===== config.mk =====
export PLATFORM = sky130hd
export DESIGN_NAME = demux_scheduler
export DESIGN_NICKNAME = d
export VERILOG_FILES = /design/src/rtl/demux_scheduler_pkg.sv /design/src/rtl/demux_scheduler_demux1to4.sv /design/src/rtl/demux_scheduler.sv
export SDC_FILE = /design/constraint.sdc
export NUM_CORES = 1
export LEC_CHECK = 0
export BUFFER_PORTS_ARGS = -buffer_cell sky130_fd_sc_hd__buf_2
export CAP_MARGIN = 15
export CORE_AREA = 2 2 64 66
export CTS_BUF_LIST = sky130_fd_sc_hd__clkbuf_16
export DETAILED_ROUTE_END_ITERATION = 6
export DIE_AREA = 0 0 66 68
export GPL_ROUTABILITY_DRIVEN = 0
export MAX_ROUTING_LAYER = met4
export PLACE_DENSITY_LB_ADDON = 0.1
export SLEW_MARGIN = 40
export SYNTH_ARGS = -nofsm -noshare
export SYNTH_HDL_FRONTEND = slang
export SYNTH_HIERARCHICAL = 1
export SYNTH_SLANG_ARGS = --single-unit

===== constraint.sdc =====
create_clock -name clk -period 2.6 [get_ports clk]
set_clock_uncertainty 0.05 [all_clocks]
set_input_delay 0.26 -clock clk [delete_from_list [all_inputs] [get_ports clk]]
set_output_delay 0.26 -clock clk [all_outputs]
set_load 0.02 [all_outputs]

===== src/rtl/demux_scheduler_pkg.sv =====
// Shared definitions for the demux burst scheduler: FSM encoding and channel geometry.
package demux_scheduler_pkg;

    localparam int NUM_CH = 4;
    localparam int CH_W   = 2;

    typedef enum logic {
        ST_IDLE = 1'b0,
        ST_XFER = 1'b1
    } state_t;

endpackage


===== src/rtl/demux_scheduler_demux1to4.sv =====
// Plain 1-to-4 demultiplexer; the scheduler is its only controller.
module demux1to4 (
    input  logic       data,
    input  logic [1:0] sel,
    input  logic       enable,
    output logic [3:0] out
);

    always_comb begin
        out = 4'b0000;
        if (enable) begin
            out[sel] = data;
        end
    end

endmodule


===== src/rtl/demux_scheduler.sv =====
// Round-robin burst scheduler sharing one serial stream among four demux channels.
//
// state | meaning
// IDLE  | demux disabled, arbitrate among ready channels when a word is waiting
// XFER  | grant held on sel, move BURST words, stall while producer/consumer idle
module demux_scheduler
    import demux_scheduler_pkg::*;
#(
    parameter int BURST = 4,
    parameter int CNT_W = 8
) (
    input  logic             clk,
    input  logic             rst_n,
    input  logic             in_valid,
    input  logic             in_data,
    output logic             in_ready,
    input  logic [NUM_CH-1:0] ch_ready,
    input  logic             flush,
    output logic [NUM_CH-1:0] out,
    output logic [NUM_CH-1:0] ch_valid,
    output logic [CH_W-1:0]  sel,
    output logic             enable,
    output logic             burst_done
);

    state_t           state;
    logic [CH_W-1:0]  ptr;
    logic [CNT_W-1:0] cnt;
    logic             handshake;
    logic             last_word;
    logic [CH_W-1:0]  winner;

    // First ready channel scanning ptr, ptr+1, ... ; ptr when none is ready (unused then).
    function automatic logic [CH_W-1:0] rr_winner(input logic [CH_W-1:0] p,
                                                  input logic [NUM_CH-1:0] rdy);
        logic [CH_W-1:0] idx;
        rr_winner = p;
        for (int k = NUM_CH - 1; k >= 0; k--) begin
            idx = p + CH_W'(k);
            if (rdy[idx]) begin
                rr_winner = idx;
            end
        end
    endfunction

    assign winner    = rr_winner(ptr, ch_ready);
    assign in_ready  = (state == ST_XFER) && ch_ready[sel];
    assign handshake = in_valid && in_ready;
    assign last_word = (cnt == CNT_W'(BURST - 1));

    always_comb begin
        ch_valid = '0;
        for (int i = 0; i < NUM_CH; i++) begin
            ch_valid[i] = enable && (sel == CH_W'(i)) && in_valid && ch_ready[i];
        end
    end

    always_ff @(posedge clk or negedge rst_n) begin
        if (!rst_n) begin
            state      <= ST_IDLE;
            sel        <= '0;
            enable     <= 1'b0;
            ptr        <= '0;
            cnt        <= '0;
            burst_done <= 1'b0;
        end else begin
            burst_done <= 1'b0;
            case (state)
                ST_IDLE: begin
                    if (in_valid && (|ch_ready) && !flush) begin
                        sel    <= winner;
                        cnt    <= '0;
                        enable <= 1'b1;
                        state  <= ST_XFER;
                    end
                end
                ST_XFER: begin
                    // Flush takes priority over a final handshake: the word goes through, no done pulse.
                    if (flush) begin
                        ptr    <= sel + 1'b1;
                        cnt    <= '0;
                        enable <= 1'b0;
                        state  <= ST_IDLE;
                    end else if (handshake) begin
                        if (last_word) begin
                            burst_done <= 1'b1;
                            ptr        <= sel + 1'b1;
                            cnt        <= '0;
                            enable     <= 1'b0;
                            state      <= ST_IDLE;
                        end else begin
                            cnt <= cnt + 1'b1;
                        end
                    end
                end
                default: begin
                    enable <= 1'b0;
                    state  <= ST_IDLE;
                end
            endcase
        end
    end

    demux1to4 u_demux (
        .data   (in_data),
        .sel    (sel),
        .enable (enable),
        .out    (out)
    );

endmodule

==> impl_metrics.sql, run 1 <==
INSERT INTO impl_metrics (metric_group, metric, value, unit) VALUES
('status', 'outcome', 'finished, final reports clean', ''),
('setup_path', 'cp-start-kind', 'register', ''),
('power_and_ir_drop', 'total_leakage_power', '0.6437', 'nW'),
('setup_path', 'worstReg2RegStart', 'cnt[5]', ''),
('drt', 'vias', '971', ''),
('power_and_ir_drop', 'max-vdd-ir-drop', '257.1', 'uV'),
('yosys', 'total_of_warnings_raised_by_yosys', '6', ''),
('yosys', 'synth_most_common_cell', 'sky130_fd_sc_hd__dfrtp_1', ''),
('cts', 'post-cts-setup-buffer-count', '0', ''),
('timing', 'report.final.hold_viol_count', '0', ''),
('timing', 'slew_worst_pin', '546.3', 'ps'),
('yosys', 'synth_largest_type_area_fraction', '34.48', '%'),
('grt', 'globalRouteTotalUtil', '13.48', '%'),
('timing', 'setup_tns', '0', 'ps'),
('setup_path', 'r2r.worst_path.cells', '4', ''),
('floorplanning', 'floorplan.die.width', '66', 'um'),
('placed_design', 'place_hpwl', '2036', 'um'),
('min_path', 'holdPathStages', '4', ''),
('cts', 'clock_tree.root_cell', 'sky130_fd_sc_hd__clkbuf_16', ''),
('yosys', 'syn_avg_cell_area', '9.466', 'sq um'),
('yosys', 'netlist_area', '1089', 'sq um'),
('setup_path', 'ff2ff_setup_slack', '660', 'ps'),
('yosys', 'yosysSeqAreaShare', '34.48', '%'),
('cts', 'h-tree-depth', '1', ''),
('yosys', 'synth_ff_type', 'sky130_fd_sc_hd__dfrtp_1', ''),
('setup_path', 'critical_path_class', 'reg -> reg', ''),
('cts', 'cts-hold-fix-buffers', '1', ''),
('finish', 'final_nets', '157', ''),
('timing', 'ratio_of_final_minimum_period_to_clock_period', '74.76', '%'),
('yosys', 'asyncSetResetFlopFracSynth', '100.0', '%'),
('drt', 'vias_cell', '5.084', ''),
('drt', 'route.final.wire_length', '2714', 'um'),
('setup_path', 'timing.critical_path.fanout_max', '6', ''),
('yosys', 'synth_enable_flop_cells', '0', ''),
('job', 'cap_violations', '0', ''),
('timing', 'rsz0062_at_grt', 'no', ''),
('timing', 'fmaxAchievable', '514.5', 'MHz'),
('finish', 'syn2layout_area_growth', '23.56', '%'),
('grt', 'grt_antenna_before_repair', '0', ''),
('cts', 'cts_sinks', '15', ''),
('drt', 'drt_pass1_iterations', '4', ''),
('finish', 'non_filler_instance_count_after_layout', '191', ''),
('cts', 'number_of_gates_resized_after_cts', '0', ''),
('timing', 'timing.slew.headroom', '63.50', '%'),
('placed_design', 'dp_cells', '186', ''),
('setup_path', 'cp_data_required_time', '2680', 'ps'),
('timing', 'timing.final.setup_violations', '0', ''),
('yosys', 'ys_ff_latch', '15', ''),
('finish', 'sequential_cell_area', '375.4', 'sq um'),
('cts', 'cts-root-to-sink-buffers', '2', ''),
('cts', 'insertion_delay', '250', 'ps'),
('finish', 'post-route-util', '34.88', '%'),
('min_path', 'holdPathEnd', 'sel[1]', ''),
('floorplanning', 'floorplan.die.height', '68', 'um'),
('cts', 'clock_pin_slew_of_the_registers_on_the_worst_case_setup_and_hold_paths', '50', 'ps'),
('drt', 'count_of_antenna_violating_nets_left_after_detailed_routing', '0', ''),
('drt', 'dr.first_iter.drc_count', '27', ''),
('yosys', 'postSynthNetCount', '130', ''),
('setup_path', 'timing.critical_path.to_type', 'register', ''),
('drt', 'drc_errors', '0', ''),
('cts', 'cts_made_buffers', '3', ''),
('finish', 'fillerInstances', '408', ''),
('timing', 'final_period_minus_worst_setup_slack', '1944', 'ps'),
('setup_path', 'critPathArrivalTime', '2020', 'ps'),
('grt', 'grt_first_pass_wirelength', '4402', 'um'),
('yosys', 'synth_largest_area_cell', 'sky130_fd_sc_hd__dfrtp_1', ''),
('cts', 'cts_tree', 'yes', ''),
('floorplanning', 'core_area', '3856', 'sq um'),
('min_path', 'holdCritStartpoint', 'ch_ready[1]', ''),
('finish', 'drive_gt1_share', '26.24', '%'),
('placed_design', 'io_buffers', '21', '');
final cells by class:
cell class / instances / area share, %
Timing Repair Buffer: 22 / 8.558
Sequential cell: 15 / 27.91
Multi-Input combinational cell: 89 / 49.95
Tap cell: 50 / 4.651
Inverter: 11 / 3.070
Clock buffer: 3 / 5.581
Clock inverter: 1 / 0.2791
worst max-delay path: stages (launching register included):
cell                       delay [ps]
sky130_fd_sc_hd__dfrtp_1          420
sky130_fd_sc_hd__or4_4            580
sky130_fd_sc_hd__o31ai_4          310
sky130_fd_sc_hd__o211ai_4         150
sky130_fd_sc_hd__mux2_4           310
sequential cells by signal, indices dropped and copies added, names as in the netlist:
register / cells
state: 1
cnt: 8
burst_done: 1
sel: 2
enable: 1
ptr: 2
power by group:
group	total [mW]	internal [mW]	switching [mW]
Combinational	0.322	0.138	0.185
Clock	0.299	0.204	0.0950
Sequential	0.343	0.271	0.0720
Total	0.965	0.613	0.352
cells by family (layout without fill, tap and decap cells):
kind of cell	after synthesis	after routing	share of synthesized area [%]
multiplexers	5	5	5.172
AND/OR/NAND/NOR	44	44	25.17
adder cells (fa/ha/maj)	6	6	6.896
AO/OA/AOI/OAI	34	34	24.48
buffers and inverters	11	37	3.793
flip-flops	15	15	34.48
routing by layer:
metal	routed length (um)	vias to the layer above	share of wire [%]	global-route usage, %
met4	37	0	1.4	5.357
met3	79	5	2.9	2.961
met5	0	-	0	-
li1	-	484	-	-
met1	1305	473	48	16.46
met2	1291	9	48	21.84
worst max path at each step:
stage | start | to | slack, ps | cells past startpoint
3_3_place_gp | cnt[5] | ptr[1] | 690 | 4
2_1_floorplan | sel[0] | ptr[1] | 740 | 4
4_1_cts | cnt[5] | ptr[1] | 660 | 4
3_5_place_dp | cnt[5] | ptr[1] | 680 | 4
5_1_grt | sel[0] | cnt[5] | 460 | 4
6_report | cnt[5] | ptr[1] | 660 | 4
per-stage QoR:
stage / hold slack (ps) / setup slack [ps] / power, mW / instance area (sq um)
6_report: 361.6 / 656.3 / 0.9645 / 1345
5_1_grt: 387.8 / 457.3 / 1.039 / 1345
4_1_cts: 360.5 / 663.7 / 0.9812 / 1345
3_5_place_dp: 145.2 / 675.3 / 0.6728 / 1256
3_3_place_gp: 140.7 / 692.1 / 0.6703 / 1256
2_1_floorplan: -85.59 / 737.1 / 0.5594 / 1089
placed cells by master, fill, tap and decap left out, drive strengths merged, types with 3 or more instances in the layout:
master / count
dfrtp: 15
nor3: 3
inv: 12
mux2i: 3
a31oi: 4
buf: 21
a21oi: 4
nor4: 3
nand3: 5
o211ai: 3
ha: 6
nor2: 4
and3: 6
nand2: 6
and2: 3
clkbuf: 3
o21ai: 8
Power figures use the tool's default switching activity.
==> run 2, diff against run 1 <==
Clock period 2.6 ns to 2 ns, I/O delays scaled along.
==> run 2 against run 1 <==
Against the previous run: core utilization is 1.2 points higher; fmax rose by 4.1%; largest power group is now combinational cells; clock-buffer cell count is the same; sequential share of layout area decreased by 0.90 points.
==> impl_metrics.sql, run 2 (synthesis gave the netlist of run 1 again) <==
INSERT INTO impl_metrics (metric_group, metric, value, unit) VALUES
('timing', 'final_period_minus_worst_setup_slack', '1867', 'ps'),
('placed_design', 'postPlaceCellArea', '1301', 'sq um'),
('setup_path', 'cell_chain_of_the_critical_path', 'or4_4 > o31ai_4 > o211ai_4 > mux2_4', ''),
('timing', 'timing.slew.headroom', '59.96', '%'),
('grt', 'globalRouteOverflowTotal', '0', ''),
('setup_path', 'launching_instance_or_port_of_the_critical_path', 'cnt[5]', ''),
('drt', 'drt_pass1_iterations', '4', ''),
('drt', 'drc_errors', '0', ''),
('finish', 'largest_register', 'cnt', ''),
('timing', 'ratio_of_final_minimum_period_to_clock_period', '93.37', '%'),
('finish', 'final_nets', '163', ''),
('job', 'cap_violations', '0', ''),
('power_and_ir_drop', 'total_leakage_power', '0.6732', 'nW'),
('drt', 'count_of_antenna_violating_nets_left_after_detailed_routing', '0', ''),
('setup_path', 'critical-path-slowest-cell', 'sky130_fd_sc_hd__or4_4', ''),
('setup_path', 'critPathMaxStageDelay', '580', 'ps'),
('power_and_ir_drop', 'power_density', '934.7', 'nW/um^2'),
('power_and_ir_drop', 'max-vdd-ir-drop', '384.5', 'uV'),
('floorplanning', 'floorplan.die.width', '66', 'um'),
('grt', 'grt_first_pass_wirelength', '4229', 'um'),
('floorplanning', 'floorplan.die.height', '68', 'um'),
('cts', 'clock_tree.root_cell', 'sky130_fd_sc_hd__clkbuf_16', ''),
('setup_path', 'cp-start-kind', 'register', ''),
('finish', 'post-route-util', '36.05', '%'),
('cts', 'cts-root-to-sink-buffers', '2', ''),
('timing', 'timing.final.setup_violations', '0', ''),
('cts', 'cts_tree', 'yes', ''),
('timing', 'report.final.hold_viol_count', '0', ''),
('cts', 'h-tree-depth', '1', ''),
('floorplanning', 'floorplan.initialDensity', '28.23', '%'),
('drt', 'vias_cell', '5.046', ''),
('timing', 'fmaxAchievable', '535.5', 'MHz'),
('setup_path', 'cp_data_required_time', '2080', 'ps'),
('setup_path', 'timing.critical_path.fanout_max', '6', ''),
('drt', 'route.final.wire_length', '2701', 'um'),
('grt', 'grt_antenna_before_repair', '0', ''),
('cts', 'cts-hold-fix-buffers', '1', ''),
('placed_design', 'io_buffers', '21', ''),
('finish', 'stdcell_area', '1390', 'sq um'),
('drt', 'vias', '994', ''),
('setup_path', 'timing.critical_path.to_type', 'register', ''),
('timing', 'slew_worst_pin', '599.3', 'ps'),
('finish', 'reg_top3', 'cnt (8), ptr (2), sel (2)', ''),
('cts', 'cts_made_buffers', '3', ''),
('min_path', 'hold_path.class', 'in -> reg', ''),
('grt', 'globalRouteTotalUtil', '12.56', '%'),
('finish', 'most-common-layout-cells', 'sky130_fd_sc_hd__buf_2, sky130_fd_sc_hd__dfrtp_1, sky130_fd_sc_hd__inv_1', ''),
('min_path', 'holdCritStartpoint', 'flush', ''),
('setup_path', 'critPathArrivalTime', '1950', 'ps'),
('timing', 'rsz0062_at_grt', 'no', ''),
('cts', 'post-cts-setup-buffer-count', '0', ''),
('grt', 'pin_count_of_the_biggest_net_entering_global_routing', '16', ''),
('setup_path', 'worstReg2RegStart', 'cnt[5]', ''),
('drt', 'wl_per_cell', '13.71', 'um'),
('finish', 'syn2layout_area_growth', '27.70', '%'),
('grt', 'grt_pass1_vias', '906', ''),
('drt', 'dr.first_iter.drc_count', '40', ''),
('floorplanning', 'full_die_area', '4488', 'sq um'),
('timing', 'setup_tns', '0', 'ps'),
('cts', 'insertion_delay', '240', 'ps'),
('floorplanning', 'io_pins', '22', ''),
('cts', 'number_of_gates_resized_after_cts', '0', ''),
('placed_design', 'place_hpwl', '2081', 'um'),
('timing', 'count_of_final_max_slew_check_failures', '0', ''),
('finish', 'drive_gt1_share', '29.25', '%'),
('finish', 'largest_reg_flops', '8', ''),
('setup_path', 'critical_path_class', 'reg -> reg', ''),
('finish', 'layout_commonest_cell', 'sky130_fd_sc_hd__buf_2', ''),
('cts', 'clock_pin_slew_of_the_registers_on_the_worst_case_setup_and_hold_paths', '50', 'ps'),
('status', 'outcome', 'finished, final reports clean', ''),
('floorplanning', 'core_area', '3856', 'sq um'),
('finish', 'diodes_inserted', '0', ''),
('cts', 'cts_sinks', '15', ''),
('floorplanning', 'rows', '23', '');
run 2: worst paths after layout:
| kind | to | slack (ps) | cells after the start |
|---|---|---|---|
| max reg2reg | ptr[1] | 130 | 4 |
| max in group asynchronous | cnt[7] | 1310 | 2 |
| min reg2reg | cnt[6] | 480 | 1 |
| min | ptr[0] | 310 | 3 |
| max | ptr[1] | 130 | 4 |
| min in group asynchronous | enable | 340 | 2 |
run 2: metal layers:
layer	part of all wire, %	global-route usage [%]	vias to the layer above
li1	-	-	496
met1	44	15.38	471
met2	50	21.72	25
met3	5.6	3.125	2
met4	0.44	1.531	0
met5	0	-	-
run 2: critical path: cells and delay by family (launching register included):
family          cells  cell delay [ps]
simple gates        1              580
flops               1              420
mux                 1              310
compound gates      2              390
run 2: where the power goes:
group | leakage [nW] | internal, mW | total [mW] | switching, mW
clock | 0.0423 | 0.265 | 0.387 | 0.122
combinational | 0.435 | 0.213 | 0.499 | 0.286
sequential | 0.196 | 0.354 | 0.414 | 0.0603
total | 0.673 | 0.831 | 1.30 | 0.468
run 2: layout make-up:
type | instances | area [sq um]
clock buffers | 3 | 75.07
clock inverters | 1 | 3.754
fillers | 411 | 2466
inverters | 11 | 41.29
multi-input cells | 89 | 671.9
flip-flops and latches | 15 | 375.4
well taps | 50 | 62.56
repair buffers | 28 | 160.2
run 2: metrics by stage:
| stage | setup WS [ps] | std cells | hold WS, ps | power [mW] |
|---|---|---|---|---|
| final | 132.6 | 197 | 313.5 | 1.299 |
| after global routing | 88.80 | 197 | 332.2 | 1.389 |
| after CTS | 142.1 | 197 | 311.4 | 1.320 |
| after detailed placement | 150.0 | 192 | 83.28 | 0.9195 |
| after global placement | 168.3 | 192 | 81.06 | 0.9155 |
| after floorplan | 137.1 | 115 | -145.6 | 0.7272 |
==> run 3, diff against run 2 <==
Settings changed: CORE_AREA 2 2 64 66 to 2 2 49 51, DIE_AREA 0 0 66 68 to 0 0 51 53.
==> run 3 against run 2 <==
Against the previous run: routed wire length fell by 7.6%; largest power group unchanged; non-clock buffer count is 2 lower; die area decreased by 40%; power down 0.90%; clock power decreased by 2%; sequential share of layout area is 0.85 points higher.
==> impl_metrics.sql, run 3 (synthesis gave the netlist of run 1 again) <==
INSERT INTO impl_metrics (metric_group, metric, value, unit) VALUES
('timing', 'timing.slew.headroom', '61.53', '%'),
('grt', 'grt_antenna_before_repair', '0', ''),
('timing', 'ratio_of_final_minimum_period_to_clock_period', '95.82', '%'),
('finish', 'non_filler_instance_count_after_layout', '173', ''),
('placed_design', 'dp_cells', '167', ''),
('floorplanning', 'floorplan.die.width', '51', 'um'),
('finish', 'sequential_cell_area', '375.4', 'sq um'),
('placed_design', 'dpl_worst_slack', '56.53', 'ps'),
('power_and_ir_drop', 'max-vdd-ir-drop', '588.9', 'uV'),
('finish', 'stdcell_area', '1348', 'sq um'),
('power_and_ir_drop', 'power.total', '1.288', 'mW'),
('setup_path', 'cell_chain_of_the_critical_path', 'or4_4 > o31ai_4 > o211ai_4 > mux2_4', ''),
('drt', 'count_of_antenna_violating_nets_left_after_detailed_routing', '0', ''),
('floorplanning', 'floorplan.initialDensity', '50.67', '%'),
('drt', 'drt_pass1_iterations', '4', ''),
('drt', 'wl_per_cell', '14.43', 'um'),
('cts', 'cts-root-to-sink-buffers', '2', ''),
('cts', 'clock_pin_slew_of_the_registers_on_the_worst_case_setup_and_hold_paths', '50', 'ps'),
('floorplanning', 'full_die_area', '2703', 'sq um'),
('finish', 'layout_commonest_cell', 'sky130_fd_sc_hd__buf_2', ''),
('floorplanning', 'io_pins', '22', ''),
('finish', 'largest_register', 'cnt', ''),
('min_path', 'holdPathStages', '4', ''),
('finish', 'drive_gt1_share', '28.28', '%'),
('floorplanning', 'rows', '17', ''),
('setup_path', 'timing.critical_path.fanout_max', '6', ''),
('grt', 'grt_first_pass_wirelength', '4333', 'um'),
('status', 'outcome', 'finished, final reports clean', ''),
('drt', 'vias', '1003', ''),
('timing', 'fmaxAchievable', '521.8', 'MHz'),
('finish', 'largest_reg_flops', '8', ''),
('min_path', 'holdPathEnd', 'sel[1]', ''),
('finish', 'most-common-layout-cells', 'sky130_fd_sc_hd__buf_2, sky130_fd_sc_hd__dfrtp_1, sky130_fd_sc_hd__inv_1', ''),
('timing', 'setup_ws', '83.66', 'ps'),
('setup_path', 'cp-start-kind', 'register', ''),
('drt', 'drc_errors', '0', ''),
('setup_path', 'critPathMaxStageDelay', '580', 'ps'),
('min_path', 'holdCritStartpoint', 'ch_ready[1]', ''),
('setup_path', 'critical_path_class', 'reg -> reg', ''),
('finish', 'reg_top3', 'cnt (8), ptr (2), sel (2)', ''),
('setup_path', 'critical-path-slowest-cell', 'sky130_fd_sc_hd__or4_4', ''),
('setup_path', 'cp_data_required_time', '2080', 'ps'),
('job', 'cap_violations', '0', ''),
('floorplanning', 'core_area', '2148', 'sq um'),
('setup_path', 'critPathArrivalTime', '1990', 'ps'),
('drt', 'route.final.wire_length', '2496', 'um'),
('drt', 'dr.first_iter.drc_count', '18', ''),
('cts', 'number_of_gates_resized_after_cts', '0', ''),
('placed_design', 'postPlaceCellArea', '1251', 'sq um'),
('setup_path', 'r2r.worst_path.cells', '4', ''),
('finish', 'post-route-util', '62.73', '%'),
('timing', 'whs', '289.9', 'ps'),
('timing', 'report.final.hold_viol_count', '0', ''),
('setup_path', 'ff2ff_setup_slack', '80', 'ps'),
('finish', 'fillerInstances', '196', ''),
('power_and_ir_drop', 'power_density', '955.5', 'nW/um^2'),
('cts', 'cts_sinks', '15', ''),
('floorplanning', 'floorplan.die.height', '53', 'um'),
('grt', 'pin_count_of_the_biggest_net_entering_global_routing', '16', ''),
('finish', 'diodes_inserted', '0', ''),
('cts', 'insertion_delay', '240', 'ps'),
('cts', 'h-tree-depth', '1', ''),
('setup_path', 'r2r-end', 'ptr[1]', ''),
('drt', 'vias_cell', '5.798', ''),
('setup_path', 'worstReg2RegStart', 'cnt[5]', ''),
('cts', 'clock_tree.root_cell', 'sky130_fd_sc_hd__clkbuf_16', ''),
('placed_design', 'io_buffers', '21', ''),
('finish', 'final_nets', '161', ''),
('cts', 'cts_tree', 'yes', ''),
('timing', 'final_period_minus_worst_setup_slack', '1916', 'ps'),
('finish', 'syn2layout_area_growth', '23.79', '%'),
('cts', 'cts_made_buffers', '3', ''),
('grt', 'grt_pass1_vias', '994', ''),
('setup_path', 'timing.critical_path.to_type', 'register', ''),
('power_and_ir_drop', 'total_leakage_power', '0.6628', 'nW'),
('grt', 'globalRouteTotalUtil', '22.03', '%'),
('timing', 'timing.final.setup_violations', '0', ''),
('timing', 'slew_worst_pin', '575.9', 'ps'),
('timing', 'count_of_final_max_slew_check_failures', '0', ''),
('finish', 'multi_input_comb_area', '671.9', 'sq um'),
('timing', 'rsz0062_at_grt', 'no', ''),
('timing', 'setup_tns', '0', 'ps'),
('placed_design', 'place_hpwl', '1894', 'um'),
('min_path', 'hold_path.class', 'in -> reg', ''),
('grt', 'globalRouteOverflowTotal', '0', '');
run 3: cell types whose count changed in the layout (fill, tap and decap cells not counted), sizes merged:
cell,before,now
buf,27,25
run 3: area by class of cell:
| class | count | share of cell area (%) |
|---|---|---|
| multi-input cells | 89 | 49.86 |
| flip-flops and latches | 15 | 27.86 |
| repair buffers | 26 | 10.77 |
| clock buffers | 3 | 5.571 |
| inverters | 11 | 3.064 |
| well taps | 28 | 2.600 |
| clock inverters | 1 | 0.2786 |
run 3: critical path: cells and delay by family, from the launching register on:
family             cells  cell delay [ps]
AOI/OAI and AO/OA      2              440
muxes                  1              310
and+or+nand+nor        1              580
DFF                    1              420
run 3: worst max path at each step:
stage / startpoint / cells past startpoint / slack [ps] / endpoint
3_5_place_dp: cnt[5] / 4 / 60 / ptr[1]
2_1_floorplan: sel[0] / 4 / 140 / ptr[1]
6_report: cnt[5] / 4 / 80 / ptr[1]
3_3_place_gp: cnt[5] / 4 / 130 / ptr[1]
5_1_grt: cnt[5] / 4 / 40 / ptr[1]
4_1_cts: cnt[5] / 4 / 40 / ptr[1]
run 3: report_power, final:
part / switching (mW) / total [mW] / internal, mW
combinational: 0.277 / 0.490 / 0.213
sequential: 0.0631 / 0.417 / 0.354
clock: 0.117 / 0.381 / 0.264
run 3: what timing repair did:
item | CTS | global route
endpoints found under the setup margin | 0 | 1
endpoints found under the hold margin | 15 | 0
setup buffers | 0 | 1
hold buffers | 1 | 0
run 3: routing by layer:
metal  part of all wire, %  global-route usage [%]  up-vias
li1                      -                       -      492
met1                    44                   24.82      484
met2                    52                   38.96       23
met3                   3.5                   2.825        4
met4                   1.3                   10.36        0
met5                     0                       -        -
